**config.mk**
```make
export PLATFORM = sky130hd
export DESIGN_NAME = vga_timing_ctrl_flat
export DESIGN_NICKNAME = d
export VERILOG_FILES = /design/src/rtl/vga_timing_pkg.sv /design/src/rtl/vga_timing_ctrl_if.sv /design/src/rtl/vga_sync_delay.sv /design/src/rtl/vga_timing_ctrl.sv /design/src/flat_wrapper.sv
export SDC_FILE = /design/constraint.sdc
export NUM_CORES = 1
export LEC_CHECK = 0
export CORE_ASPECT_RATIO = 1.5
export CORE_UTILIZATION = 45
export DETAILED_ROUTE_END_ITERATION = 16
export GPL_TIMING_DRIVEN = 0
export PLACE_DENSITY = 0.68
export SYNTH_ARGS = -nofsm -noshare
export SYNTH_HDL_FRONTEND = slang
export SYNTH_HIERARCHICAL = 1
export SYNTH_SLANG_ARGS = --single-unit
```
**constraint.sdc**
```tcl
create_clock -name i_pixclk -period 5.7 [get_ports i_pixclk]
set_input_delay 0.57 -clock i_pixclk [delete_from_list [all_inputs] [get_ports i_pixclk]]
set_output_delay 0.57 -clock i_pixclk [all_outputs]
set_load 0.05 [all_outputs]
```
**src/rtl/vga_timing_pkg.sv**
```systemverilog
// Shared types, timing defaults and small helpers for the VGA timing controller.
package vga_timing_pkg;

  // Controller sequencing states.
  typedef enum logic [1:0] {
    ST_IDLE  = 2'd0,
    ST_PRIME = 2'd1,
    ST_RUN   = 2'd2
  } state_e;

  // One delay-line word: sync levels already carry their output polarity.
  typedef struct packed {
    logic hsync;
    logic vsync;
    logic de;
  } sync_bits_t;

  // Default 640x480 @ 60 Hz timing.
  localparam int DEF_WIDTH  = 640;
  localparam int DEF_HFP    = 16;
  localparam int DEF_HSW    = 96;
  localparam int DEF_HBP    = 48;
  localparam int DEF_HEIGHT = 480;
  localparam int DEF_VFP    = 10;
  localparam int DEF_VSW    = 2;
  localparam int DEF_VBP    = 33;

  // Total clocks per line.
  function automatic int calc_htotal(int width, int hfp, int hsw, int hbp);
    return width + hfp + hsw + hbp;
  endfunction

  // Total lines per frame.
  function automatic int calc_vtotal(int height, int vfp, int vsw, int vbp);
    return height + vfp + vsw + vbp;
  endfunction

  // True while pos lies inside the sync pulse [start, start+len).
  function automatic logic in_sync_region(int pos, int start, int len);
    return (pos >= start) && (pos < start + len);
  endfunction

endpackage

```
**src/rtl/vga_timing_ctrl_if.sv**
```systemverilog
// Strobe/sync bundle between the timing controller (master) and the
// pattern source / video output side (slave).
interface vga_timing_ctrl_if #(
  parameter int HW = 12,
  parameter int VW = 12
);
  logic          i_en;
  logic          o_rd;
  logic          o_newline;
  logic          o_newframe;
  logic [HW-1:0] o_hpos;
  logic [VW-1:0] o_vpos;
  logic          o_hsync;
  logic          o_vsync;
  logic          o_de;
  logic          o_busy;

  modport master (
    input  i_en,
    output o_rd, o_newline, o_newframe, o_hpos, o_vpos,
           o_hsync, o_vsync, o_de, o_busy
  );

  modport slave (
    output i_en,
    input  o_rd, o_newline, o_newframe, o_hpos, o_vpos,
           o_hsync, o_vsync, o_de, o_busy
  );
endinterface

```
**src/rtl/vga_sync_delay.sv**
```systemverilog
// PIPE-deep shift register aligning hsync/vsync/de with the pattern
// source's registered pixel output. PIPE=0 is a plain wire.
module vga_sync_delay
  import vga_timing_pkg::*;
#(
  parameter int         PIPE    = 2,
  parameter sync_bits_t RST_VAL = '0
) (
  input  logic       i_pixclk,
  input  logic       i_reset_n,
  input  sync_bits_t i_d,
  output sync_bits_t o_q
);

  generate
    if (PIPE == 0) begin : g_pass
      assign o_q = i_d;
    end else begin : g_pipe
      sync_bits_t r_stage [PIPE];

      // Shift the sync word one stage per pixel clock.
      always_ff @(posedge i_pixclk or negedge i_reset_n) begin
        if (!i_reset_n) begin
          // NOTE: every stage is reset so the outputs sit at their inactive
          // levels the moment reset asserts, not PIPE clocks later.
          for (int i = 0; i < PIPE; i++) r_stage[i] <= RST_VAL;
        end else begin
          r_stage[0] <= i_d;
          for (int i = 1; i < PIPE; i++) r_stage[i] <= r_stage[i-1];
        end
      end

      assign o_q = r_stage[PIPE-1];
    end
  endgenerate

endmodule

```
**src/rtl/vga_timing_ctrl.sv**
```systemverilog
// Raster timing controller: IDLE/PRIME/RUN sequencer, h/v counters,
// source strobes and PIPE-delayed HSYNC/VSYNC/DE.
module vga_timing_ctrl
  import vga_timing_pkg::*;
#(
  parameter int HW        = 12,
  parameter int VW        = 12,
  parameter int WIDTH     = DEF_WIDTH,
  parameter int HFP       = DEF_HFP,
  parameter int HSW       = DEF_HSW,
  parameter int HBP       = DEF_HBP,
  parameter int HEIGHT    = DEF_HEIGHT,
  parameter int VFP       = DEF_VFP,
  parameter int VSW       = DEF_VSW,
  parameter int VBP       = DEF_VBP,
  parameter bit HSYNC_POL = 1'b0,
  parameter bit VSYNC_POL = 1'b0,
  parameter int PIPE      = 2
) (
  input  logic               i_pixclk,
  input  logic               i_reset_n,
  vga_timing_ctrl_if.master  bus
);

  localparam int HTOTAL = calc_htotal(WIDTH, HFP, HSW, HBP);
  localparam int VTOTAL = calc_vtotal(HEIGHT, VFP, VSW, VBP);

  localparam logic [HW-1:0] H_LAST = HW'(HTOTAL - 1);
  localparam logic [VW-1:0] V_LAST = VW'(VTOTAL - 1);

  localparam sync_bits_t SYNC_IDLE = '{hsync: ~HSYNC_POL, vsync: ~VSYNC_POL, de: 1'b0};

  generate
    if (HTOTAL > (1 << HW)) begin : g_err_htotal
      $error("HTOTAL does not fit in HW bits");
    end
    if (VTOTAL > (1 << VW)) begin : g_err_vtotal
      $error("VTOTAL does not fit in VW bits");
    end
    if (PIPE < 0 || PIPE > 7) begin : g_err_pipe
      $error("PIPE must be in 0..7");
    end
  endgenerate

  state_e        r_state;
  logic [HW-1:0] r_hcount;
  logic [VW-1:0] r_vcount;
  logic          r_stop_pend;
  logic          r_rd;
  logic          r_newline;
  logic          r_newframe;
  logic          r_busy;
  logic          r_hs_raw;
  logic          r_vs_raw;

  state_e        w_state_nxt;
  logic [HW-1:0] w_hcount_nxt;
  logic [VW-1:0] w_vcount_nxt;
  logic          w_stop_pend_nxt;
  logic          w_h_last;
  logic          w_v_last;
  logic          w_run_nxt;
  logic          w_prime_nxt;
  logic          w_hlast_nxt;
  logic          w_vlast_nxt;

  sync_bits_t    w_sync_raw;
  sync_bits_t    w_sync_dly;

  assign w_h_last = (r_hcount == H_LAST);
  assign w_v_last = (r_vcount == V_LAST);

  // Next state, counters and stop request from the current registered state.
  always_comb begin
    // NOTE: every output gets a default first so no path leaves a latch.
    w_state_nxt     = r_state;
    w_hcount_nxt    = r_hcount;
    w_vcount_nxt    = r_vcount;
    w_stop_pend_nxt = r_stop_pend;
    case (r_state)
      ST_IDLE: begin
        w_hcount_nxt    = '0;
        w_vcount_nxt    = '0;
        w_stop_pend_nxt = 1'b0;
        if (bus.i_en) w_state_nxt = ST_PRIME;
      end
      ST_PRIME: begin
        w_hcount_nxt    = '0;
        w_vcount_nxt    = '0;
        w_stop_pend_nxt = 1'b0;
        w_state_nxt     = ST_RUN;
      end
      ST_RUN: begin
        w_stop_pend_nxt = ~bus.i_en;
        if (w_h_last) begin
          w_hcount_nxt = '0;
          if (w_v_last) begin
            w_vcount_nxt = '0;
            if (r_stop_pend) begin
              w_state_nxt     = ST_IDLE;
              w_stop_pend_nxt = 1'b0;
            end
          end else begin
            w_vcount_nxt = r_vcount + VW'(1);
          end
        end else begin
          w_hcount_nxt = r_hcount + HW'(1);
        end
      end
      default: begin
        w_state_nxt     = ST_IDLE;
        w_hcount_nxt    = '0;
        w_vcount_nxt    = '0;
        w_stop_pend_nxt = 1'b0;
      end
    endcase
  end

  // Strobes are decoded from the next-cycle values so the registered
  // outputs line up with the counters they are registered alongside.
  assign w_run_nxt   = (w_state_nxt == ST_RUN);
  assign w_prime_nxt = (w_state_nxt == ST_PRIME);
  assign w_hlast_nxt = (w_hcount_nxt == H_LAST);
  assign w_vlast_nxt = (w_vcount_nxt == V_LAST);

  // Sequencer, counters and registered strobe/raw-sync outputs.
  always_ff @(posedge i_pixclk or negedge i_reset_n) begin
    if (!i_reset_n) begin
      r_state     <= ST_IDLE;
      r_hcount    <= '0;
      r_vcount    <= '0;
      r_stop_pend <= 1'b0;
      r_rd        <= 1'b0;
      r_newline   <= 1'b0;
      r_newframe  <= 1'b0;
      r_busy      <= 1'b0;
      r_hs_raw    <= 1'b0;
      r_vs_raw    <= 1'b0;
    end else begin
      // NOTE: non-blocking throughout, so every register here samples the
      // pre-edge values regardless of statement order.
      r_state     <= w_state_nxt;
      r_hcount    <= w_hcount_nxt;
      r_vcount    <= w_vcount_nxt;
      r_stop_pend <= w_stop_pend_nxt;
      r_rd        <= w_run_nxt && (int'(w_hcount_nxt) < WIDTH)
                               && (int'(w_vcount_nxt) < HEIGHT);
      r_newline   <= w_prime_nxt || (w_run_nxt && w_hlast_nxt);
      r_newframe  <= w_prime_nxt || (w_run_nxt && w_hlast_nxt && w_vlast_nxt);
      r_busy      <= (w_state_nxt != ST_IDLE);
      r_hs_raw    <= w_run_nxt && in_sync_region(int'(w_hcount_nxt), WIDTH + HFP, HSW);
      r_vs_raw    <= w_run_nxt && in_sync_region(int'(w_vcount_nxt), HEIGHT + VFP, VSW);
    end
  end

  // Apply output polarity before the delay line so its reset value is
  // simply the inactive level.
  assign w_sync_raw.hsync = r_hs_raw ? HSYNC_POL : ~HSYNC_POL;
  assign w_sync_raw.vsync = r_vs_raw ? VSYNC_POL : ~VSYNC_POL;
  assign w_sync_raw.de    = r_rd;

  vga_sync_delay #(
    .PIPE    (PIPE),
    .RST_VAL (SYNC_IDLE)
  ) u_sync_delay (
    .i_pixclk  (i_pixclk),
    .i_reset_n (i_reset_n),
    .i_d       (w_sync_raw),
    .o_q       (w_sync_dly)
  );

  assign bus.o_rd       = r_rd;
  assign bus.o_newline  = r_newline;
  assign bus.o_newframe = r_newframe;
  assign bus.o_hpos     = r_hcount;
  assign bus.o_vpos     = r_vcount;
  assign bus.o_busy     = r_busy;
  assign bus.o_hsync    = w_sync_dly.hsync;
  assign bus.o_vsync    = w_sync_dly.vsync;
  assign bus.o_de       = w_sync_dly.de;

endmodule
```
**src/flat_wrapper.sv**
```systemverilog
// flat-port wrapper written by rule: the top's interface ports become plain ports
module vga_timing_ctrl_flat import vga_timing_pkg::*;
#(
  parameter int HW        = 12,
  parameter int VW        = 12,
  parameter int WIDTH     = DEF_WIDTH,
  parameter int HFP       = DEF_HFP,
  parameter int HSW       = DEF_HSW,
  parameter int HBP       = DEF_HBP,
  parameter int HEIGHT    = DEF_HEIGHT,
  parameter int VFP       = DEF_VFP,
  parameter int VSW       = DEF_VSW,
  parameter int VBP       = DEF_VBP,
  parameter bit HSYNC_POL = 1'b0,
  parameter bit VSYNC_POL = 1'b0,
  parameter int PIPE      = 2
)
  (i_pixclk, i_reset_n, bus_i_en, bus_o_rd, bus_o_newline, bus_o_newframe, bus_o_hpos, bus_o_vpos, bus_o_hsync, bus_o_vsync, bus_o_de, bus_o_busy);
  vga_timing_ctrl_if #(.HW(HW), .VW(VW)) bus_i ();
  input  logic i_pixclk;
  input  logic i_reset_n;
  input wire logic [$bits(bus_i.i_en)-1:0] bus_i_en;
  output wire logic [$bits(bus_i.o_rd)-1:0] bus_o_rd;
  output wire logic [$bits(bus_i.o_newline)-1:0] bus_o_newline;
  output wire logic [$bits(bus_i.o_newframe)-1:0] bus_o_newframe;
  output wire logic [$bits(bus_i.o_hpos)-1:0] bus_o_hpos;
  output wire logic [$bits(bus_i.o_vpos)-1:0] bus_o_vpos;
  output wire logic [$bits(bus_i.o_hsync)-1:0] bus_o_hsync;
  output wire logic [$bits(bus_i.o_vsync)-1:0] bus_o_vsync;
  output wire logic [$bits(bus_i.o_de)-1:0] bus_o_de;
  output wire logic [$bits(bus_i.o_busy)-1:0] bus_o_busy;
  assign bus_i.i_en = bus_i_en;
  assign bus_o_rd = bus_i.o_rd;
  assign bus_o_newline = bus_i.o_newline;
  assign bus_o_newframe = bus_i.o_newframe;
  assign bus_o_hpos = bus_i.o_hpos;
  assign bus_o_vpos = bus_i.o_vpos;
  assign bus_o_hsync = bus_i.o_hsync;
  assign bus_o_vsync = bus_i.o_vsync;
  assign bus_o_de = bus_i.o_de;
  assign bus_o_busy = bus_i.o_busy;
  vga_timing_ctrl #(.HW(HW), .VW(VW), .WIDTH(WIDTH), .HFP(HFP), .HSW(HSW), .HBP(HBP), .HEIGHT(HEIGHT), .VFP(VFP), .VSW(VSW), .VBP(VBP), .HSYNC_POL(HSYNC_POL), .VSYNC_POL(VSYNC_POL), .PIPE(PIPE)) u_core (.i_pixclk(i_pixclk), .i_reset_n(i_reset_n), .bus(bus_i));
endmodule
```
==> summary.txt, run 1 <==
Status -> finished, final reports clean
Rows -> 31
Hold Vio Cnt, Final -> 0
Wire per inst -> 14.8 microns
Synth Cell Area -> 2260 sq um
Starting Density -> 47.0%
Worst min-delay path category -> reg2reg
Max_cap viols -> 0
Finish-stage setup viols -> 0
Commonest non-fill, non-tap cell in the layout -> dfrtp_1
1st-iter DRT viols -> 69
F_max -> 372 MHz
Gr ovfl total -> 0
RSZ-0062 raised after global routing -> no
First-pass GRT wire length -> 8600 microns
FFs w/ async S/R, synth -> 100%
Total setup buffers inserted after CTS -> 0
Hold path depth -> 1
Grt peak-use layer -> met2
Yosys cell types -> 52
Die H -> 88.8 microns
Setup WS post-layout -> 3.01 ns
Final Slew Violations -> 0
Pwr Total -> 0.809 mW
Total negative setup slack -> 0 ns
Met1 Use GR -> 24.4%
Max IR drop VDD -> 0.120 mV
CTS Buffer Depth -> 2
CP max FO -> 6
Relative slew margins -> 43.7%
DRT Wirelength -> 5150 microns
Primary FF master, synth -> dfrtp_1
# diodes -> 0
Fraction of layout cells with a size suffix above 1 -> 11.7%
Crit path DAT -> 2.89 ns
Pin count of the biggest net entering global routing -> 40
Total CTS buffers -> 5
Crit end category -> register
Setup Skew -> 0.00906 ns
HPWL after detailed placement -> 3820 microns
Clock Sinks -> 39
Synth top area share -> 38.8%
Detailed Routing Iterations Pass 1 -> 4
Data required, critical path -> 5.90 ns
GP Congestion -> 0.889
Die area -> 5310 sq um
Final ANT Viol Nets -> 0
Finished layout cell area -> 2750 sq um
Vias post-DR -> 1951
Core box area -> 4810 sq um
Port bufs -> 33
Most frequent cells in the layout -> dfrtp_1, clkdlybuf4s50_1, nor2_1, nand2_1
Final period util -> 47.2%
Placed cell area -> 2670 sq um
Hold_buf cts -> 0
Fin crit period -> 2.69 ns
PwrDens -> 294 nW/um^2
Synth area leader -> dfrtp_1
# DRC -> 0
Vias in the first global route -> 1837
Synthesized area per cell -> 9.42 sq um
Die W -> 59.9 microns
Post-cts resize count -> 0
Synth top area cells -> dfrtp_1, dfstp_2, nor2_1
R2R depth -> 7
Setup slack at placement -> 3.03 ns
CTS tree -> done
Post-synthesis sequential area ratio -> 43.4%
CP startpoint kind -> register
Syn Inst Count -> 240
Clock latency on the worst-skew pair -> 0.29 ns
Met3 usage -> 4.24%
Vias per Instance -> 5.62
Antenna violations before repair -> 0
Worst-path clk slew -> 0.08 ns
Met2 usage -> 39.3%
Yosys reg bits -> 39
Global Route Usage Sum -> 22.1%
NumNets Final -> 286
Core Util, Final -> 57.2%
Synth warnings -> 6
Syn-to-layout area delta -> 21.8%
# IOs -> 34
Number of synthesized flops with an enable pin -> 0
Net Count, Synth -> 246
Root Buffer -> clkbuf_8
Setup Crit Path Kind -> reg2reg
Slew of the pin with the lowest slew margin -> 0.844 ns
H-tree levels -> 2
Leakage -> 1.10 nW
layout make-up:
type                    instances  area, sq um
repair buffers                 33          325
clock inverters                 2         12.5
fillers                       476         2060
flip-flops and latches         39          981
inverters                      12         45.0
clock buffers                   6         72.6
plain buffers                  14         90.1
well taps                      66         82.6
multi-input cells             175         1140
worst paths after layout:
kind | start | end | slack, ns
max | u_core/bus.o_hpos[0] | u_core/bus.o_rd | 3.01
min | u_core/r_hs_raw | u_core/u_sync_delay/g_pipe.r_stage[5] | 0.35
max reg2reg | u_core/bus.o_hpos[0] | u_core/bus.o_rd | 3.01
min reg2reg | u_core/r_hs_raw | u_core/u_sync_delay/g_pipe.r_stage[5] | 0.35
max in group asynchronous | i_reset_n | u_core/bus.o_busy | 4.79
min in group asynchronous | i_reset_n | u_core/bus.o_vpos[0] | 0.38
cell families after synthesis:
family	count (synthesis)	synth area share, %
and+or+nand+nor	117	30.4
DFF	39	43.4
AOI/OAI and AO/OA	34	10.2
buffers and inverters	26	5.98
xor gates and xnor gates	19	7.36
adders and majority gates	3	1.66
muxes	2	0.941
state kept, by name (all words and copies together), names as in the netlist:
name and cells:
u_core/bus.o_busy 1, u_core/bus.o_rd 1, u_core/bus.o_newframe 1, u_core/r_vs_raw 1, u_core/r_stop_pend 1, u_core/u_sync_delay/o_q 3, u_core/bus.o_hpos 12, u_core/bus.o_vpos 12
u_core/u_sync_delay/g_pipe.r_stage 3, u_core/bus.o_newline 1, u_core/r_hs_raw 1, u_core/r_state 2
report_power, final:
group	total [mW]	switching, mW	leakage, nW	internal [mW]
sequential	0.339	0.0352	0.490	0.303
clock	0.182	0.0969	0.0412	0.0855
combinational	0.288	0.188	0.570	0.0998
worst max-delay path, cell delays in order (launching register included):
cell and delay [ns]:
dfrtp_1 0.44, ha_1 0.25, nand4_1 0.32, nor3_2 0.37, mux2_2 0.37, o211a_1 0.27, or3_1 0.35, nor3b_1 0.23
per-stage QoR:
stage / instances / hold WS [ns]
3_5_place_dp: 339 / 0.336
6_report: 347 / 0.355
4_1_cts: 347 / 0.356
3_3_place_gp: 339 / 0.333
2_1_floorplan: 240 / 0.274
5_1_grt: 347 / 0.365
metal layers:
layer | up-vias | wire [microns]
li1 | 942 | -
met1 | 933 | 2040
met2 | 60 | 2740
met3 | 16 | 199
met4 | 0 | 177
met5 | - | 0
cell usage after synthesis, types with 4 or more instances:
cell / number
and4_1: 4
nor2_1: 28
xor2_1: 10
dfrtp_1: 35
a211oi_1: 4
inv_1: 12
clkbuf_1: 5
or3_1: 4
nand2_1: 16
nor4_1: 5
nand2b_1: 5
and3_1: 4
o21ai_0: 7
a21oi_1: 5
dfstp_2: 4
nand3_1: 12
nand4_1: 11
nor3_1: 9
xnor2_1: 9
No activity file was read; power rests on OpenSTA's default activity.
==> inputs of run 2 (changes only) <==
Clock period 5.7 ns to 2.6 ns, I/O delays scaled along.
==> run 2 against run 1 <==
- non-clock buffer count grew 2
- routed wire length up 0.82%
- total power increased by 130%
- sequential power is 120% higher
- clock power grew to 2.8 times the previous value
- critical path type unchanged
- first-iteration DRC count up 46%
- maximum frequency is 8.4% higher
- via count fell by 1.7%
- count of clock-buffer cells in the layout down 1
- largest cell class unchanged
- critical path depth up 1
==> summary.txt, run 2 (synthesis gave the netlist of run 1 again) <==
Fraction of layout cells with a size suffix above 1 -> 13.8%
Crit end category -> register
First-pass GRT wire length -> 8420 microns
Total CTS buffers -> 5
CTS tree -> done
Total negative setup slack -> 0 ns
Rows -> 31
Relative slew margins -> 43.9%
HPWL after detailed placement -> 3830 microns
Max IR drop VDD -> 0.261 mV
Detailed Routing Iterations Pass 1 -> 4
Status -> finished, final reports clean
Worst r2r src -> u_core/bus.o_hpos[0]
Crit path capture -> u_core/r_vs_raw
Top delay family on crit path -> simple AND/OR/NAND/NOR gates
Setup Skew -> 0.00428 ns
Setup Crit Path Kind -> reg2reg
Cells after DPL -> 339
# DRC -> 0
CP startpoint kind -> register
Crit path max-delay cell type -> dfrtp_2
Data required, critical path -> 2.79 ns
Commonest non-fill, non-tap cell in the layout -> dfrtp_1
CP startpoint -> u_core/bus.o_hpos[0]
Crit. path cell count -> 8
Final period util -> 95.5%
Pwr Total -> 1.89 mW
Starting Density -> 47.0%
Max_cap viols -> 0
PwrDens -> 673 nW/um^2
RSZ-0062 raised after global routing -> no
Most frequent cells in the layout -> dfrtp_1, clkdlybuf4s50_1, nor2_1, nand2_1
Sequential cell area -> 983 sq um
# diodes -> 0
CTS Buffer Depth -> 2
Fin crit period -> 2.48 ns
# IOs -> 34
Die H -> 88.8 microns
Die W -> 59.9 microns
Wire per inst -> 14.9 microns
Gr ovfl total -> 0
Final Non-Filler Cells -> 349
NumNets Final -> 288
Area of the multi-input gates -> 1160 sq um
Vias post-DR -> 1917
Vias per Instance -> 5.49
Pin count of the biggest net entering global routing -> 40
Antenna violations before repair -> 0
Worst min-delay path category -> in2async
Final Slew Violations -> 0
Fillcell total -> 471
Clock Sinks -> 39
R2r setup slk -> 0.12 ns
Root Buffer -> clkbuf_8
Clock latency on the worst-skew pair -> 0.30 ns
Crit path DAT -> 2.67 ns
Hold_ws -> 0.0629 ns
DRT Wirelength -> 5190 microns
Syn-to-layout area delta -> 24.4%
Critical path buffer and inverter count -> 1
Setup WS post-layout -> 0.118 ns
R2R depth -> 8
1st-iter DRT viols -> 101
F_max -> 403 MHz
Die area -> 5310 sq um
Global Route Usage Sum -> 21.8%
GP Congestion -> 0.899
Slew of the pin with the lowest slew margin -> 0.841 ns
Worst-path clk slew -> 0.08 ns
Port bufs -> 33
H-tree levels -> 2
CP max FO -> 6
Leakage -> 1.14 nW
CP cell instances -> ha_1 > nand4_1 > buf_4 > nor4_4 > nand3_1 > a211o_1 > a21o_1 > and3_1
Crit path largest cell delay -> 0.41 ns
Final ANT Viol Nets -> 0
Core box area -> 4810 sq um
Setup slack at placement -> 0.0401 ns
RR Endpoint -> u_core/r_vs_raw
Hold Vio Cnt, Final -> 0
Finish-stage setup viols -> 0
Vias in the first global route -> 1826
==> run 2: cell count changes in the layout (fill, tap and decap cells not counted), sizes merged <==
cell      previous run  this run
clkbuf              11        10
bufinv               0         1
clkinv               1         2
buf                 10        12
clkinvlp             1         0
==> run 2: how the worst min path moves through the flow <==
stage,from,endpoint,slack [ns],cells after the start
final,i_reset_n,u_core/bus.o_vpos[4],0.06,1
after global routing,i_reset_n,u_core/bus.o_vpos[4],0.14,1
after CTS,i_reset_n,u_core/bus.o_vpos[0],0.09,1
after detailed placement,u_core/r_vs_raw,u_core/u_sync_delay/g_pipe.r_stage[4],0.34,1
after global placement,u_core/u_sync_delay/g_pipe.r_stage[3],u_core/u_sync_delay/o_q[0],0.33,0
after floorplan,i_reset_n,u_core/bus.o_busy,-0.04,0
==> run 2: layer usage <==
metal	wire, microns	track usage (%)	vias to the layer above
met5	0	0	-
met4	175	10.8	0
met3	185	3.51	12
met2	2780	38.9	52
met1	2050	24.5	913
li1	-	-	940
==> run 2: metrics by stage <==
step,util [%],instance area (sq um)
6_report,58.5,2810
5_1_grt,58.5,2810
4_1_cts,57.9,2780
3_5_place_dp,55.5,2670
3_3_place_gp,55.6,2680
2_1_floorplan,-,2260
==> run 2: what timing repair did <==
| item | CTS | global route |
|---|---|---|
| resized for setup | 0 | 2 |
| setup buffers | 0 | 2 |
| setup endpoints to repair | 0 | 2 |
| hold buffers | 0 | 0 |
==> run 2: layout make-up <==
cell class	count	share of cell area, %
buffer	14	3.20
clock buffer	5	2.45
clock inverter	3	1.56
inverter	12	1.60
multi-input combinational	175	41.2
sequential	39	35.0
tap	66	2.94
timing repair buffer	35	12.1
==> run 2: power by group <==
group / internal [mW] / switching [mW]
registers: 0.668 / 0.0776
logic: 0.223 / 0.418
clock network: 0.286 / 0.220
==> inputs of run 3 (changes only) <==
Settings changed: CORE_MARGIN set to 1.5, SLEW_MARGIN set to 20.
==> run 3 against run 2 <==
- die area up 2.8%
- maximum frequency up 3.1%
- non-clock buffer count up 2
- critical endpoint is now u_core/bus.o_rd
- clock power about the same
- clock skew up 0.0020 ns
- sequential share of layout area down 0.37 points
==> summary.txt, run 3 (synthesis gave the netlist of run 1 again) <==
CP startpoint kind -> register
Fillcell total -> 466
Final ANT Viol Nets -> 0
Max_cap viols -> 0
Die area -> 5460 sq um
Leakage -> 1.15 nW
Worst min-delay path category -> reg2reg
Slew of the pin with the lowest slew margin -> 0.504 ns
Final period util -> 92.6%
Hold Vio Cnt, Final -> 0
NumNets Final -> 290
Rows -> 31
Finish-stage setup viols -> 0
# IOs -> 34
Port bufs -> 33
CTS Buffer Depth -> 2
1st-iter DRT viols -> 91
Data required, critical path -> 2.81 ns
Vias post-DR -> 1956
Hold_ws -> 0.355 ns
Final Slew Violations -> 0
Fraction of layout cells with a size suffix above 1 -> 14.0%
Global Route Usage Sum -> 20.9%
Most frequent cells in the layout -> dfrtp_1, clkdlybuf4s50_1, nor2_1, nand2_1
Vias per Instance -> 5.57
Setup Crit Path Kind -> reg2reg
Antenna violations before repair -> 0
Worst-path clk slew -> 0.08 ns
CP max FO -> 6
Final Non-Filler Cells -> 351
Clock latency on the worst-skew pair -> 0.30 ns
Gr ovfl total -> 0
Die H -> 89.8 microns
Core Util, Final -> 58.6%
Wire per inst -> 15.0 microns
Commonest non-fill, non-tap cell in the layout -> dfrtp_1
Fin crit period -> 2.41 ns
Max IR drop VDD -> 0.355 mV
Die W -> 60.9 microns
Pwr Total -> 1.91 mW
H-tree levels -> 2
# DRC -> 0
CTS tree -> done
Starting Density -> 46.6%
First-pass GRT wire length -> 8670 microns
# diodes -> 0
Status -> finished, final reports clean
F_max -> 415 MHz
GP Congestion -> 0.925
HPWL after detailed placement -> 4010 microns
Setup Skew -> 0.00627 ns
Crit path DAT -> 2.62 ns
Detailed Routing Iterations Pass 1 -> 4
Core box area -> 4850 sq um
Total CTS buffers -> 5
Syn-to-layout area delta -> 25.7%
Clock Sinks -> 39
Cells after DPL -> 340
Relative slew margins -> 66.3%
PwrDens -> 672 nW/um^2
Vias in the first global route -> 1911
Crit end category -> register
DRT Wirelength -> 5270 microns
Pin count of the biggest net entering global routing -> 28
Root Buffer -> clkbuf_8
## run 3: critical path: stages, from the launching register on
cell	delay, ns
dfrtp_2	0.41
ha_1	0.25
nand4_1	0.11
buf_4	0.18
nor3_4	0.22
mux2_2	0.36
o211a_1	0.26
or3_1	0.35
nor3b_1	0.20
## run 3: what timing repair did
item                       in CTS  in global routing
setup endpoints to repair       0                  2
hold endpoints to repair       12                  0
setup buffers                   0                  2
resized for setup               0                  2
hold buffers                    1                  0
## run 3: layout make-up
class / instances / area [sq um] / share of cell area [%]
buffer: 14 / 90.1 / 3.17
clock buffer: 5 / 68.8 / 2.42
clock inverter: 3 / 43.8 / 1.54
inverter: 12 / 45.0 / 1.59
multi-input combinational: 175 / 1160 / 40.7
sequential: 39 / 983 / 34.6
tap: 66 / 82.6 / 2.91
timing repair buffer: 37 / 370 / 13.0
## run 3: metrics by stage
step	area (sq um)	TNS (ns)	worst slack (ns)
after floorplan	2260	0	0.0610
after global placement	2680	0	0.0149
after detailed placement	2690	0	0.0454
after CTS	2810	0	0.0184
after global routing	2840	-0.0154	-0.0154
final	2840	0	0.192
## run 3: power breakdown
part	total (mW)	switching [mW]	leakage, nW	internal (mW)
clock network	0.509	0.224	0.0581	0.286
logic	0.653	0.425	0.608	0.228
registers	0.748	0.0798	0.488	0.668
## run 3: per-layer routing
metal / track usage [%] / vias up / share of wire (%) / wire length, microns
met5: 0 / - / 0 / 0
met4: 10.7 / 0 / 3.4 / 178
met3: 3.17 / 15 / 4.3 / 228
met2: 35.5 / 63 / 53 / 2820
met1: 24.1 / 934 / 39 / 2040
li1: - / 944 / - / -
## run 3: path summary, 6_finish.rpt
check	startpoint	end	slack, ns	cells past startpoint
setup / recovery	u_core/bus.o_hpos[0]	u_core/bus.o_rd	0.19	8
max in group asynchronous	i_reset_n	u_core/u_sync_delay/o_q[1]	1.70	3
min in group asynchronous	i_reset_n	u_core/bus.o_vpos[0]	0.38	2
hold / removal	u_core/u_sync_delay/g_pipe.r_stage[3]	u_core/u_sync_delay/o_q[0]	0.36	0
hold reg to reg	u_core/u_sync_delay/g_pipe.r_stage[3]	u_core/u_sync_delay/o_q[0]	0.36	0
setup reg to reg	u_core/bus.o_hpos[0]	u_core/bus.o_rd	0.19	8
